File: src/rtl/vga_quad_painter.sv
// rtl/vga_quad_painter.sv - VGA timing generator painting four screen quadrants from frame-latched colours
module vga_quad_painter #(
    parameter int unsigned H_VISIBLE = 640,
    parameter int unsigned H_FRONT   = 16,
    parameter int unsigned H_SYNC    = 96,
    parameter int unsigned H_BACK    = 48,
    parameter int unsigned V_VISIBLE = 480,
    parameter int unsigned V_FRONT   = 10,
    parameter int unsigned V_SYNC    = 2,
    parameter int unsigned V_BACK    = 33
) (
    input  logic        iclk,
    input  logic        irst,
    input  logic        ien,
    input  logic [23:0] icolor1,
    input  logic [23:0] icolor2,
    input  logic [23:0] icolor3,
    input  logic [23:0] icolor4,
    output logic        ord,
    output logic        ohsync,
    output logic        ovsync,
    output logic [7:0]  ored,
    output logic [7:0]  ogreen,
    output logic [7:0]  oblue,
    output logic        oblank,
    output logic [9:0]  ohcount,
    output logic [9:0]  ovcount
);

    localparam int unsigned H_TOTAL = H_VISIBLE + H_FRONT + H_SYNC + H_BACK;
    localparam int unsigned V_TOTAL = V_VISIBLE + V_FRONT + V_SYNC + V_BACK;

    localparam logic [9:0] H_LAST   = 10'(H_TOTAL - 1);
    localparam logic [9:0] V_LAST   = 10'(V_TOTAL - 1);
    localparam logic [9:0] H_ORD    = 10'(H_TOTAL - 2);
    localparam logic [9:0] H_VIS    = 10'(H_VISIBLE);
    localparam logic [9:0] V_VIS    = 10'(V_VISIBLE);
    localparam logic [9:0] H_MID    = 10'(H_VISIBLE / 2);
    localparam logic [9:0] V_MID    = 10'(V_VISIBLE / 2);
    localparam logic [9:0] HS_START = 10'(H_VISIBLE + H_FRONT);
    localparam logic [9:0] HS_END   = 10'(H_VISIBLE + H_FRONT + H_SYNC);
    localparam logic [9:0] VS_START = 10'(V_VISIBLE + V_FRONT);
    localparam logic [9:0] VS_END   = 10'(V_VISIBLE + V_FRONT + V_SYNC);

    logic [9:0]  hcnt;
    logic [9:0]  vcnt;
    logic [9:0]  hnext;
    logic [9:0]  vnext;
    logic        hwrap;
    logic        frame_end;
    logic        visible;
    logic [23:0] pix;
    logic [23:0] shadow1;
    logic [23:0] shadow2;
    logic [23:0] shadow3;
    logic [23:0] shadow4;

    always_comb begin
        hwrap     = (hcnt == H_LAST);
        frame_end = hwrap && (vcnt == V_LAST);
        hnext     = hwrap ? 10'd0 : hcnt + 10'd1;
        vnext     = vcnt;
        if (hwrap) begin
            vnext = (vcnt == V_LAST) ? 10'd0 : vcnt + 10'd1;
        end
        visible = (hcnt < H_VIS) && (vcnt < V_VIS);
        pix     = 24'd0;
        if (visible) begin
            if (vcnt < V_MID) begin
                pix = (hcnt < H_MID) ? shadow1 : shadow2;
            end else begin
                pix = (hcnt < H_MID) ? shadow3 : shadow4;
            end
        end
    end

    // Outputs describe the counter value held during the cycle before the edge;
    // ord is registered on entry to (H_TOTAL-2, V_TOTAL-1) so it is high exactly then.
    always_ff @(posedge iclk or posedge irst) begin
        if (irst) begin
            hcnt    <= 10'd0;
            vcnt    <= 10'd0;
            ord     <= 1'b0;
            ohsync  <= 1'b1;
            ovsync  <= 1'b1;
            ored    <= 8'd0;
            ogreen  <= 8'd0;
            oblue   <= 8'd0;
            oblank  <= 1'b1;
            ohcount <= 10'd0;
            ovcount <= 10'd0;
            shadow1 <= 24'd0;
            shadow2 <= 24'd0;
            shadow3 <= 24'd0;
            shadow4 <= 24'd0;
        end else if (ien) begin
            hcnt    <= hnext;
            vcnt    <= vnext;
            ord     <= (hnext == H_ORD) && (vnext == V_LAST);
            ohsync  <= !((hcnt >= HS_START) && (hcnt < HS_END));
            ovsync  <= !((vcnt >= VS_START) && (vcnt < VS_END));
            ored    <= pix[23:16];
            ogreen  <= pix[15:8];
            oblue   <= pix[7:0];
            oblank  <= !visible;
            ohcount <= hcnt;
            ovcount <= vcnt;
            if (frame_end) begin
                shadow1 <= icolor1;
                shadow2 <= icolor2;
                shadow3 <= icolor3;
                shadow4 <= icolor4;
            end
        end else begin
            ord     <= 1'b0;
            ohsync  <= 1'b1;
            ovsync  <= 1'b1;
            ored    <= 8'd0;
            ogreen  <= 8'd0;
            oblue   <= 8'd0;
            oblank  <= 1'b1;
            ohcount <= 10'd0;
            ovcount <= 10'd0;
        end
    end

endmodule

File: config.mk
export PLATFORM = sky130hd
export DESIGN_NAME = vga_quad_painter
export DESIGN_NICKNAME = d
export VERILOG_FILES = /design/src/rtl/vga_quad_painter.sv
export SDC_FILE = /design/constraint.sdc
export NUM_CORES = 1
export LEC_CHECK = 0
export ABC_AREA = 1
export ABC_CLOCK_PERIOD_IN_PS = 5900
export BUFFER_PORTS_ARGS = -buffer_cell sky130_fd_sc_hd__buf_2
export CELL_PAD_IN_SITES_DETAIL_PLACEMENT = 1
export CELL_PAD_IN_SITES_GLOBAL_PLACEMENT = 1
export CORE_ASPECT_RATIO = 1.4
export CORE_MARGIN = 1.5
export CORE_UTILIZATION = 38
export CTS_BUF_LIST = sky130_fd_sc_hd__clkbuf_4 sky130_fd_sc_hd__clkbuf_8
export DETAILED_ROUTE_END_ITERATION = 7
export PLACE_DENSITY = 0.89
export SLEW_MARGIN = 20
export SYNTH_ARGS = -nofsm -noshare
export SYNTH_HDL_FRONTEND = slang
export SYNTH_SLANG_ARGS = --single-unit
File: constraint.sdc
create_clock -name iclk -period 5.9 [get_ports iclk]
set_clock_uncertainty 0.05 [all_clocks]
set_input_delay 1.18 -clock iclk [delete_from_list [all_inputs] [get_ports iclk]]
set_output_delay 1.18 -clock iclk [all_outputs]
set_load 0.005 [all_outputs]
### Yosys cells after proc, flatten, opt, wreduce, memory -nomap -nowiden

Cells that the tools add are included.

* $add $sub $neg: 2
* order comparisons: 8
* equality and inequality tests: 4
* reductions and logical operators: 9
* shifts and indexed selects: 0
* bitwise logic cells: 0
* div/mod/pow operators: 0
* multipliers: 0
* mux-type cells: 16

Operators with widths (count)
* two-way mux 24 bit: 4
* two-way mux 10 bit: 5
* equality test 10 bit, second input constant: 4
* less-than comparator 10 x 9 -> 1 bit, second input constant: 3
* two-way mux 8 bit: 3
* adder 10 x 1 -> 10 bit, second input constant: 2
* less-than comparator 10 bit, second input constant: 2
* >= comparator 10 bit, second input constant: 1
* >= comparator 10 x 9 -> 1 bit, second input constant: 1
* less-than comparator 10 x 8 -> 1 bit, second input constant: 1
* logical AND 1 bit: 5
* two-way mux 1 bit: 4
* zero test 1 bit: 3
* AND reduction 2 bit: 1

* output and inout port bits: 48
* memories: 0
* word-level logic and storage cells: 54
* bits of input ports: 99
* RAM bits: 0
* bits in registers: 164
* bits in latches: 0
* bits in read-only memories: 0

### Logic depth before layout (Yosys ltp)

Gate-level depths: netlist of run 1.

* word-level depth: 6
* depth in mapped cells: 13
* depth with buffers taken out: 12

### Worst setup path before layout of run 1

OpenSTA, ideal clock, no wires.

* path kind: input to register
* start point: in ien
* end point: reg ogreen[5]
* data arrival time: 2.063 ns
* setup time: 0.078 ns
* required time: 5.772 ns
* path buffers: 2
* slack: 3.709 ns
* stages on the path: 5
* cells stage by stage: buf_2 nand3_1 a211o_1 clkbuf_1 a21oi_1

* word-level cells in the longest chain between the ends: 1

RTL lines
* start, declared: RTL line 14 `input logic ien,`
* two-way mux 8 bit: RTL line 96 `end else if (ien) begin`
* end signal, assigned: RTL line 103 `ogreen <= pix[15:8];`
* end, declared: RTL line 23 `output logic [7:0] ogreen,`

Every way passes these cells.
A chain may end at the register's enable or synchronous reset.

### Final worst setup path of run 1

* start point: in ien
* end point: reg shadow4[4]

* word-level cells in the longest chain between the ends: 1

RTL lines
* AND reduction 2 bit (no source line)
* end signal, assigned: RTL line 112 `shadow4 <= icolor4;`
* end, declared: RTL line 56 `logic [23:0] shadow4;`

Every way passes these cells.

==> results.md, run 1 <==
Route:
- The average wire per standard cell is 16.4 um.
- The number of vias per cell is 4.98.
- The detail route stage leaves a number of antenna-violating nets equal to 0.
- In the routed design, unresolved DRC markers number 0.
- After detailed routing, the total wire length is 20,800 um.
- The starting DRC count in detailed routing is 350.
- The final route contains 6,323 vias.
- The iteration count of the initial detailed-routing pass is 5.

Worst setup path:
- STA classifies the critical path startpoint as a primary input.
- The arrival time of data at the critical path endpoint is 3.42 ns.
- The worst setup path is of the in2reg kind.
- Along the worst path, the maximum fanout reaches 38.
- The worst setup path is captured at a register.
- For the worst setup path, the data required time is 6.25 ns.

Min path:
- The tightest min-delay check is of the reg2reg type.

Floorplanning:
- The number of I/O pins is 147.
- The die height is 166 um.
- The initial standard-cell utilization of the core is 38.8%.
- In this run the horizontal extent of the chip is 120 um.
- The floorplan step defined a core boundary enclosing 18,700 um2.
- The floorplan row count is 59.
- The area of the die is 19,900 um2.

GRT:
- The initial antenna violation count is 4.
- Global routing used 21.7% of the available tracks across all layers.
- The aggregate global routing overflow is 0.
- The global-route wire length before repair is 34,000 um.
- The via count of the first global-routing pass is 6,722.
- The largest net degree at the start of global routing is 121.

CTS:
- The clock insertion delay at the later pin of the skew report is 0.46 ns.
- The number of gates resized after CTS was 0.
- The level count of the clock H-tree is 4.
- The number of buffers created by CTS is 17.
- The buffer count from post-CTS setup fixing is 0.
- The hold buffer count at CTS is 0.
- The clock passes through at most 2 buffers.
- The clock tree root driver cell is sky130_fd_sc_hd__clkbuf_8.
- Clock-pin slew was measured on the worst setup and hold paths at 0.09 ns.
- The TritonCTS clock tree is yes.
- The clock net sink count is 164.

Placed design:
- The total of buffers placed on input and output ports is 146.
- Including well taps, the total number of placed cells is 1,233.
- In this run the cell area measured after placement is 8110 um2.
- The congestion estimate from routability-driven global placement came to 0.840.
- The estimated wirelength of the detail-placed design is 13,900 um.

Logic synthesis:
- After synthesis, the netlist uses 32 different library cells.
- Counting flops with a built-in enable in the synthesized netlist gives 0.
- Yosys printed 0 warnings.
- The sequential cell area fraction in the yosys report is 56.6%.
- In this run the cell area of the synthesized design comes to 7250 um2.
- The commonest register cell after synthesis is sky130_fd_sc_hd__dfrtp_1.
- Synthesis handed over a netlist of 886 instances.
- The post-synthesis async set-or-reset flop share is 100%.
- The number of nets produced by synthesis is 990.
- The synthesized design contains 164 register bits.
- The average footprint of a synthesized cell is 8.19 um2.

Power:
- The analysis attributes to cell leakage a power of 4.62 nW.
- Internal power comes to 0.00179 W.
- In this run the power spent charging and discharging nets is 0.000893 W.
- The power per standard cell area is 316 nW/um2.
- The power share of the combinational group is 21.4%.
- Per report_power, the clock group accounts for 28.9% of the total.
- Across the VDD grid, the largest voltage drop is 0.117 mV.
- The part of the power in registers is 49.7%.
- Of the total power, the share spent switching nets is 33.3%.
- Power comes to 0.00268 W.

Final layout:
- Once layout is done, the placed cells without fillers occupy 8490 um2.
- The final layout contains 1,112 nets.
- Of the cells placed in the final design, the portion with a size suffix greater than 1 is 19.7%.
- From synthesis to final layout, the design area changed by 17.0%.
- For this run, the number of standard cells in the final layout without fillers is 1,269.

STA:
- The final critical delay including setup and external delays is 3.07 ns.
- After routing, the total negative slack on setup checks comes to 0 ns.
- Setup repair after global routing left no endpoint under its margin.
- The final-report max-slew violation count is 0.
- The transition time at the pin with the least slew margin is 1.08 ns.
- The headroom to the max-slew limit is 28.1%.
- The count of endpoints failing hold in the final timing report is 0.
- Setup violations remaining at the end of the flow were counted as 0.
- The fraction of the cycle the final worst path needs is 52.1%.
- Timing would allow up to 0.326 GHz.

Run status:
- The flow ran to the end, and the final reports show no timing, DRC or antenna violations.

Job:
- The tool flagged a number of max-cap violations equal to 0.
## layer usage
metal / vias up / GRT usage, % / wire length, um
met3: 41 / 3.12 / 627
met2: 137 / 37.1 / 10700
met5: - / 0 / 0
met1: 3141 / 27.1 / 8900
met4: 0 / 9.78 / 603
li1: 3004 / - / -
## through the flow
| step | hold slack (ns) | setup WS [ns] | utilization (%) |
|---|---|---|---|
| after floorplan | 0.394 | 0.242 | - |
| after global placement | 0.405 | 2.45 | 43.4 |
| after detailed placement | 0.410 | 2.36 | 43.4 |
| after CTS | 0.432 | 2.83 | 45.4 |
| after global routing | 0.451 | 2.61 | 45.5 |
| final | 0.428 | 2.83 | 45.5 |
## worst paths after layout
kind                                   from           to  slack [ns]  cells after the start
worst min-delay path            shadow1[11]  shadow1[11]        0.43                      2
worst min register to register  shadow1[11]  shadow1[11]        0.43                      2
worst max register to register      hcnt[0]   shadow4[4]        2.95                     10
worst max-delay path                    ien   shadow4[4]        2.83                      7
max in group asynchronous              irst   shadow2[9]        3.79                      3
min in group asynchronous              irst   ohcount[6]        0.79                      2
## layout make-up
class	instances	area, um2
Fill cell	2319	10200
Clock inverter	15	130
Sequential cell	164	4110
Inverter	51	199
Tap cell	244	305
Antenna cell	4	10.0
Clock buffer	17	234
Timing Repair Buffer	152	776
Multi-Input combinational cell	622	2730
## synthesized netlist by cell type, drive strengths merged (2+ instances only)
master	count	area, um2
nand2	375	1410
dfrtp	161	4030
nor2	82	335
o21ai	72	364
inv	51	191
buf	32	181
a21oi	26	130
o21a	24	180
nand3	22	115
clkbuf	17	65.1
ha	5	62.6
dfstp	3	78.8
nand4	3	18.8
nor3	3	15.0
a211oi	2	15.0
nor4	2	12.5
xnor2	2	17.5
## sequential cells by signal, summed over array words and instances, names as in the netlist
register  cells
hcnt         10
oblank        1
oblue         8
ogreen        8
ohcount      10
ohsync        1
ord           1
ored          8
ovcount      10
ovsync        1
shadow1      24
shadow2      24
shadow3      24
shadow4      24
vcnt         10
## cells by family after synthesis
kind of cell	Yosys count	synth area share (%)
buf+inv	100	6.04
flops	164	56.6
xor+xnor	2	0.242
compound gates	128	9.92
fa+ha+maj	5	0.862
simple gates	487	26.3
## cells in the final DEF, fill, tap and decap left out, types with 4 or more instances in the layout
cell type | netlist | final
sky130_fd_sc_hd__o21a_1 | 24 | 24
sky130_fd_sc_hd__inv_6 | 0 | 4
sky130_fd_sc_hd__o21ai_0 | 52 | 52
sky130_fd_sc_hd__nor2_1 | 77 | 77
sky130_fd_sc_hd__buf_2 | 25 | 146
sky130_fd_sc_hd__inv_1 | 50 | 48
sky130_fd_sc_hd__nand3_1 | 21 | 21
sky130_fd_sc_hd__clkbuf_8 | 0 | 17
sky130_fd_sc_hd__buf_4 | 2 | 6
sky130_fd_sc_hd__a21oi_1 | 26 | 26
sky130_fd_sc_hd__o21ai_1 | 19 | 19
sky130_fd_sc_hd__ha_1 | 5 | 5
sky130_fd_sc_hd__nand2_1 | 373 | 372
sky130_fd_sc_hd__clkinv_2 | 0 | 5
sky130_fd_sc_hd__diode_2 | 0 | 4
sky130_fd_sc_hd__dfrtp_1 | 161 | 161
## critical path: stages
cell	delay (ns)
sky130_fd_sc_hd__buf_2	0.08
sky130_fd_sc_hd__buf_4	0.34
sky130_fd_sc_hd__inv_1	0.43
sky130_fd_sc_hd__nor2_4	0.67
sky130_fd_sc_hd__buf_4	0.48
sky130_fd_sc_hd__nand2_1	0.12
sky130_fd_sc_hd__nand2_1	0.09
## power groups by stage
stage,sequential [W],combinational (W),clock [W]
3_3_place_gp,0.00135,0.000554,0
6_report,0.00133,0.000574,0.000776
4_1_cts,0.00133,0.000582,0.000794
3_5_place_dp,0.00135,0.000576,0
5_1_grt,0.00135,0.000651,0.000844
2_1_floorplan,0.00132,0.000381,0
No activity file was read; power rests on OpenSTA's default activity.
==> inputs of run 2 (changes only) <==
--- a/config.mk
+++ b/config.mk
@@ -6,7 +6,7 @@
 export NUM_CORES = 1
 export LEC_CHECK = 0
 export ABC_AREA = 1
-export ABC_CLOCK_PERIOD_IN_PS = 5900
+export ABC_CLOCK_PERIOD_IN_PS = 2800
 export BUFFER_PORTS_ARGS = -buffer_cell sky130_fd_sc_hd__buf_2
 export CELL_PAD_IN_SITES_DETAIL_PLACEMENT = 1
 export CELL_PAD_IN_SITES_GLOBAL_PLACEMENT = 1
==> constraint.sdc (replaced) <==
create_clock -name iclk -period 2.8 [get_ports iclk]
set_clock_uncertainty 0.05 [all_clocks]
set_input_delay 0.56 -clock iclk [delete_from_list [all_inputs] [get_ports iclk]]
set_output_delay 0.56 -clock iclk [all_outputs]
set_load 0.005 [all_outputs]
==> results.md, run 2 (synthesis results as in run 1) <==
Run status:
- Outcome: completed (unchanged).

CTS:
- The clock-pin transition on the worst setup and hold timing paths came to 0.09 ns (about the same).
- The clock tree root driver cell was sky130_fd_sc_hd__clkbuf_8 (unchanged).
- The clock insertion delay at the later pin of the skew report is 0.46 ns (about the same).
- The level count of the clock H-tree came to 4 (unchanged).
- The number of buffers created by CTS is 17 (unchanged).
- The TritonCTS clock tree is yes (unchanged).
- The number of buffers on the longest clock path is 2 (unchanged).
- The hold buffer count at CTS is 0 (unchanged).
- The buffer count from post-CTS setup fixing is 0 (unchanged).
- The post-cts resize count is 0 (unchanged).
- The clock net sink count is 164 (unchanged).

Min path:
- The worst min-delay path category is in2async (was reg2reg).

Final layout:
- The area occupied by multi-input gates is 2730 um2 (unchanged).
- The final-stage net count is 1,122 (was 1,112).
- The most common cell after layout, fill and taps aside is sky130_fd_sc_hd__nand2_1 (unchanged).
- The storage element area came to 4110 um2 (unchanged).
- The post-route cell area is 8650 um2 (was 8490 um2).
- The fill cell instance count of the final layout came to 2,332 (was 2,319).
- The area overhead of the layout relative to synthesis is 19.2% (was 17.0%).
- The share of final-layout standard cells stronger than drive strength 1 came to 20.3% (was 19.7%).
- Leading cell types in the layout, fill and taps excluded: sky130_fd_sc_hd__nand2_1, sky130_fd_sc_hd__dfrtp_1, sky130_fd_sc_hd__buf_2 (unchanged).

Worst setup path:
- The type of destination of the critical path is a register (unchanged).
- The data required time at the worst endpoint is 3.09 ns (was 6.25 ns).
- The critical path class is reg2reg (was in2reg).
- The kind of start point of the critical path is a register (was primary input).
- The origin of the critical flop-to-flop path was hcnt[0] (unchanged).
- The beginning of the critical path is hcnt[0] (was ien).
- The arrival time of data at the critical path endpoint was 2.59 ns (was 3.42 ns).
- The maximum fanout along the worst path came to 36 (was 38).

STA:
- Setup repair after global routing missed its margin: false (unchanged).
- The slack of the critical path came to 0.499 ns (was 2.83 ns).
- The fraction of the cycle the final worst path needs is 82.2%.
- The headroom to the max-slew limit is 55.4% (was 28.1%).
- The routed design could run at a clock period as short as 2.30 ns.
- The worst hold slack after final layout is 0.102 ns (was 0.428 ns).
- The final-report max-slew violation count is 0 (unchanged).
- The transition time at the pin with the least slew margin is 0.664 ns (was 1.08 ns).
- The count of endpoints failing hold in the final timing report is 0 (unchanged).
- The summed negative setup slack over all endpoints is 0 ns (unchanged).
- The total of endpoints with negative setup slack in the final report is 0 (unchanged).
- The highest clock rate is 0.435 GHz.

Route:
- The post-detailed-route count of antenna-violating nets was 0 (unchanged).
- The iteration count of the initial detailed-routing pass came to 5 (unchanged).
- The average wire per standard cell came to 16.6 um (was 16.4 um).
- The starting DRC count in detailed routing was 343 (was 350).
- The DRC violation count after routing is 0 (unchanged).
- The number of vias per cell is 5.05 (was 4.98).
- The via count of the routed design was 6,440 (was 6,323).
- The post-detailed-routing wire length is 21,200 um (was 20,800 um).

Floorplanning:
- The die height is 166 um (unchanged).
- The horizontal die dimension is 120 um (unchanged).
- The area of the die was 19,900 um2 (unchanged).
- The standard cell core area is 18,700 um2 (unchanged).
- The initial standard-cell utilization of the core was 38.8% (unchanged).
- The number of I/O pins is 147 (unchanged).
- The floorplan row count is 59 (unchanged).

Placed design:
- The total of buffers placed on input and output ports is 146 (unchanged).
- The minimum setup slack after placement is 0.542 ns (was 2.36 ns).
- The final weighted congestion in routability-driven placement was 0.866 (was 0.840).
- The cell area reported after detailed placement is 8250 um2 (was 8110 um2).
- The estimated wirelength of the detail-placed design was 14,700 um (was 13,900 um).

Power:
- The power per standard cell area is 671 nW/um2 (was 316 nW/um2).
- The part of the power in registers is 48.6% (was 49.7%).
- The leakage power summed over all cells is 4.69 nW (was 4.62 nW).
- The switching power of the nets came to 0.00189 W (was 0.000893 W).
- The part of the power in the clock network was 30.2% (was 28.9%).
- The power share of the combinational group is 21.2% (was 21.4%).
- The net switching share of the total power is 32.6% (was 33.3%).
- The worst IR drop on VDD came to 0.249 mV (was 0.117 mV).
- The internal power component is 0.00391 W (was 0.00179 W).

GRT:
- The initial antenna violation count was 1 (was 4).
- The total track usage came to 21.9% (was 21.7%).
- The via count of the first global-routing pass is 6,937 (was 6,722).
- The global-route wire length before repair came to 34,500 um (was 34,000 um).
- The aggregate global routing overflow is 0 (unchanged).
- The largest net degree at the start of global routing came to 69 (was 121).

Job:
- The number of violations of the max-capacitance limit is 0 (unchanged).
## run 2: cell count changes in the layout (fill, tap and decap cells not counted), sizes merged
cell      previous run  this run
buf                152       162
clkinv               7         4
diode                4         1
bufinv               1         2
clkbuf              17        18
clkinvlp             3         4
inv                 55        54
## run 2: critical path: stages (launching register included)
cell                      delay, ns
sky130_fd_sc_hd__dfrtp_1       0.46
sky130_fd_sc_hd__ha_1          0.24
sky130_fd_sc_hd__nand2_2       0.09
sky130_fd_sc_hd__nor2_4        0.16
sky130_fd_sc_hd__nand3_1       0.23
sky130_fd_sc_hd__nor2_1        0.27
sky130_fd_sc_hd__nand2_4       0.26
sky130_fd_sc_hd__buf_12        0.27
sky130_fd_sc_hd__nand2_1       0.08
sky130_fd_sc_hd__nand2_1       0.07
## run 2: final timing paths
kind	to	slack [ns]	depth (start not counted)
worst max-delay path	shadow1[9]	0.50	9
worst min-delay path	ohcount[9]	0.10	2
worst max register to register	shadow1[9]	0.50	9
worst min register to register	shadow1[1]	0.43	2
max in group asynchronous	ovsync	1.84	3
min in group iclk	shadow3[21]	0.24	3
## run 2: per-layer routing
| layer | vias to the layer above | GRT usage, % | part of all wire, % |
|---|---|---|---|
| li1 | 3026 | - | - |
| met1 | 3204 | 26.4 | 40 |
| met4 | 0 | 8.75 | 2.8 |
| met3 | 36 | 3.39 | 3.8 |
| met5 | - | 0 | 0 |
| met2 | 174 | 38.9 | 53 |
## run 2: area by class of cell
class	count	area share, %
clock inverter	13	1.71
multi-input combinational	622	31.6
clock buffer	18	2.86
timing repair buffer	162	10.6
inverter	51	2.26
sequential	164	47.5
antenna	1	0.0289
tap	244	3.53
## run 2: power groups by stage
stage / combinational [W] / clock (W) / sequential [W]
6_report: 0.00123 / 0.00175 / 0.00282
5_1_grt: 0.00139 / 0.00189 / 0.00284
4_1_cts: 0.00124 / 0.00180 / 0.00282
3_5_place_dp: 0.00123 / 0 / 0.00286
3_3_place_gp: 0.00119 / 0 / 0.00285
2_1_floorplan: 0.000803 / 0 / 0.00279
## run 2: per-stage QoR
stage	utilization (%)	cells	total power, W
after floorplan	-	886	0.00359
after global placement	44.2	1243	0.00403
after detailed placement	44.2	1243	0.00409
after CTS	46.3	1274	0.00585
after global routing	46.3	1275	0.00612
final	46.3	1275	0.00580
==> inputs of run 3 (changes only) <==
--- a/config.mk
+++ b/config.mk
@@ -6,16 +6,16 @@
 export NUM_CORES = 1
 export LEC_CHECK = 0
 export ABC_AREA = 1
-export ABC_CLOCK_PERIOD_IN_PS = 2800
+export ABC_CLOCK_PERIOD_IN_PS = 2150
 export BUFFER_PORTS_ARGS = -buffer_cell sky130_fd_sc_hd__buf_2
 export CELL_PAD_IN_SITES_DETAIL_PLACEMENT = 1
 export CELL_PAD_IN_SITES_GLOBAL_PLACEMENT = 1
 export CORE_ASPECT_RATIO = 1.4
 export CORE_MARGIN = 1.5
-export CORE_UTILIZATION = 38
+export CORE_UTILIZATION = 42
 export CTS_BUF_LIST = sky130_fd_sc_hd__clkbuf_4 sky130_fd_sc_hd__clkbuf_8
 export DETAILED_ROUTE_END_ITERATION = 7
-export PLACE_DENSITY = 0.89
+export PLACE_DENSITY = 0.92
 export SLEW_MARGIN = 20
 export SYNTH_ARGS = -nofsm -noshare
 export SYNTH_HDL_FRONTEND = slang
==> constraint.sdc (replaced) <==
create_clock -name iclk -period 2.15 [get_ports iclk]
set_clock_uncertainty 0.05 [all_clocks]
set_input_delay 0.43 -clock iclk [delete_from_list [all_inputs] [get_ports iclk]]
set_output_delay 0.43 -clock iclk [all_outputs]
set_load 0.005 [all_outputs]
==> results.md, run 3 (synthesis results as in run 1) <==
Route:
- The number of vias per cell is 5.17 (was 5.05).
- The iteration count of the initial detailed-routing pass was 4 (was 5).
- The via count of the routed design is 6,448 (was 6,440).
- The starting DRC count in detailed routing came to 309 (was 343).
- The post-detailed-route count of antenna-violating nets is 0 (unchanged).
- The average wire per standard cell is 17.7 um (was 16.6 um).
- The post-detailed-routing wire length is 22,100 um (was 21,200 um).
- The DRC violation count after routing is 0 (unchanged).

Final layout:
- The most common cell after layout, fill and taps aside was sky130_fd_sc_hd__nand2_1 (unchanged).
- The share of final-layout standard cells stronger than drive strength 1 is 21.6% (was 20.3%).
- The count of placed standard cells in the final layout, fillers left out was 1,246 (was 1,275).
- The antenna diode count is 0 (was 1).
- The post-route cell area was 8800 um2 (was 8650 um2).
- Leading cell types in the layout, fill and taps excluded: sky130_fd_sc_hd__nand2_1, sky130_fd_sc_hd__dfrtp_1, sky130_fd_sc_hd__buf_2 (unchanged).
- The final-stage net count is 1,134 (was 1,122).
- The area overhead of the layout relative to synthesis is 21.3% (was 19.2%).

STA:
- The transition time at the pin with the least slew margin is 0.558 ns (was 0.664 ns).
- The final-report max-slew violation count is 0 (unchanged).
- The worst hold slack after final layout came to 0.0954 ns (was 0.102 ns).
- The highest clock rate is 0.495 GHz (was 0.435 GHz).
- The total of endpoints with negative setup slack in the final report was 0 (unchanged).
- The count of endpoints failing hold in the final timing report is 0 (unchanged).
- The headroom to the max-slew limit is 62.7% (was 55.4%).
- The final critical delay including setup and external delays came to 2.02 ns (was 2.30 ns).
- The fraction of the cycle the final worst path needs came to 94.0% (was 82.2%).

Floorplanning:
- The number of I/O pins is 147 (unchanged).
- The standard cell core area came to 16,800 um2 (was 18,700 um2).
- The horizontal die dimension was 114 um (was 120 um).
- The initial standard-cell utilization of the core is 43.1% (was 38.8%).
- The area of the die is 18,100 um2 (was 19,900 um2).
- The floorplan row count was 56 (was 59).
- The die height is 159 um (was 166 um).

Power:
- The worst IR drop on VDD came to 0.340 mV (was 0.249 mV).
- The total power of the final layout is 0.00786 W (was 0.00580 W).
- The power per standard cell area is 893 nW/um2 (was 671 nW/um2).
- The leakage power summed over all cells is 4.79 nW (was 4.69 nW).

Placed design:
- The number of cells in the design after placement is 1,212 (was 1,243).
- The final weighted congestion in routability-driven placement came to 0.875 (was 0.866).
- The estimated wirelength of the detail-placed design is 15,100 um (was 14,700 um).
- The total of buffers placed on input and output ports came to 146 (unchanged).
- The cell area reported after detailed placement is 8320 um2 (was 8250 um2).

GRT:
- The initial antenna violation count is 0 (was 1).
- The aggregate global routing overflow is 0 (unchanged).
- The largest net degree at the start of global routing came to 97 (was 69).
- The via count of the first global-routing pass is 6,968 (was 6,937).
- The total track usage is 25.7% (was 21.9%).
- The global-route wire length before repair is 35,700 um (was 34,500 um).

CTS:
- The clock net sink count is 164 (unchanged).
- The clock insertion delay at the later pin of the skew report is 0.48 ns (was 0.46 ns).
- The level count of the clock H-tree is 4 (unchanged).
- The clock tree root driver cell is sky130_fd_sc_hd__clkbuf_8 (unchanged).
- The TritonCTS clock tree is yes (unchanged).
- The clock-pin transition on the worst setup and hold timing paths is 0.10 ns (was 0.09 ns).
- The number of buffers created by CTS came to 17 (unchanged).
- The number of buffers on the longest clock path is 2 (unchanged).

Min path:
- The worst min-delay path category is in2reg (was in2async).

Worst setup path:
- The data required time at the worst endpoint is 2.51 ns (was 3.09 ns).
- The type of destination of the critical path is a register (unchanged).
- The maximum fanout along the worst path came to 33 (was 36).
- The kind of start point of the critical path is a register (unchanged).
- The critical path class is reg2reg (unchanged).
- The arrival time of data at the critical path endpoint is 2.38 ns (was 2.59 ns).

Run status:
- Outcome: completed (unchanged).

Job:
- The number of violations of the max-capacitance limit was 0 (unchanged).
==> run 3: cell types whose count changed in the layout (fill, tap and decap cells not counted), moves of 2 or more <==
cell | previous run | this run
sky130_fd_sc_hd__clkinv_4 | 1 | 4
sky130_fd_sc_hd__buf_12 | 5 | 9
sky130_fd_sc_hd__clkinv_2 | 2 | 0
sky130_fd_sc_hd__nor2_1 | 77 | 75
sky130_fd_sc_hd__buf_4 | 11 | 18
==> run 3: where the power goes <==
part	switching (W)	total [W]	internal, W	leakage, nW
Combinational	0.00108	0.00177	0.000690	2.46
Sequential	0.000236	0.00364	0.00340	2.12
Clock	0.00122	0.00245	0.00123	0.210
Total	0.00254	0.00786	0.00532	4.79
==> run 3: layout make-up <==
type / instances / area [um2]
clock buffer: 19 / 262
clock inverter: 13 / 174
fill: 2106 / 8020
inverter: 51 / 195
multi-input combinational: 622 / 2750
sequential: 164 / 4110
tap: 203 / 254
timing repair buffer: 174 / 1060
==> run 3: routing by layer <==
metal	wire [um]	track usage, %	share of wire (%)
met1	9040	30.5	41
met5	0	0	0
met4	887	12.8	4.0
met3	615	4.23	2.8
met2	11600	45.0	52
==> run 3: per-stage QoR <==
step	setup TNS [ns]	utilization (%)	setup slack, ns
after global routing	-0.0412	52.3	-0.0166
after CTS	0	52.2	0.0994
final	0	52.3	0.130
after global placement	0	49.5	0.224
after floorplan	-66.39	-	-0.412
after detailed placement	0	49.5	0.0453
==> run 3: repair_timing <==
| action | 4_1_cts | 5_1_grt |
|---|---|---|
| endpoints found under the hold margin | 14 | 0 |
| gates resized for setup | 1 | 5 |
| pin swaps | 0 | 1 |
| hold buffers | 1 | 0 |
| buffers inserted | 0 | 1 |
| endpoints found under the setup margin | 1 | 3 |
==> run 3: worst max-delay path, cell delays in order (launching register included) <==
cell and delay [ns]:
sky130_fd_sc_hd__dfrtp_1 0.37, sky130_fd_sc_hd__ha_1 0.20, sky130_fd_sc_hd__nand2_2 0.09, sky130_fd_sc_hd__nor2_4 0.16, sky130_fd_sc_hd__inv_2 0.08, sky130_fd_sc_hd__nor2_4 0.13, sky130_fd_sc_hd__nand3_2 0.14, sky130_fd_sc_hd__nor2_4 0.15
sky130_fd_sc_hd__buf_4 0.34, sky130_fd_sc_hd__nand2_1 0.15, sky130_fd_sc_hd__nand2_1 0.08
==> run 3: final timing paths <==
kind | from | end | slack (ns) | cells after the start
setup / recovery | hcnt[1] | shadow2[20] | 0.13 | 10
hold / removal | icolor4[23] | shadow4[23] | 0.1 | 3
min in group asynchronous | irst | shadow2[21] | 0.51 | 3
hold reg to reg | shadow1[16] | shadow1[16] | 0.43 | 2
setup reg to reg | hcnt[1] | shadow2[20] | 0.13 | 10
max in group asynchronous | irst | oblank | 0.84 | 4
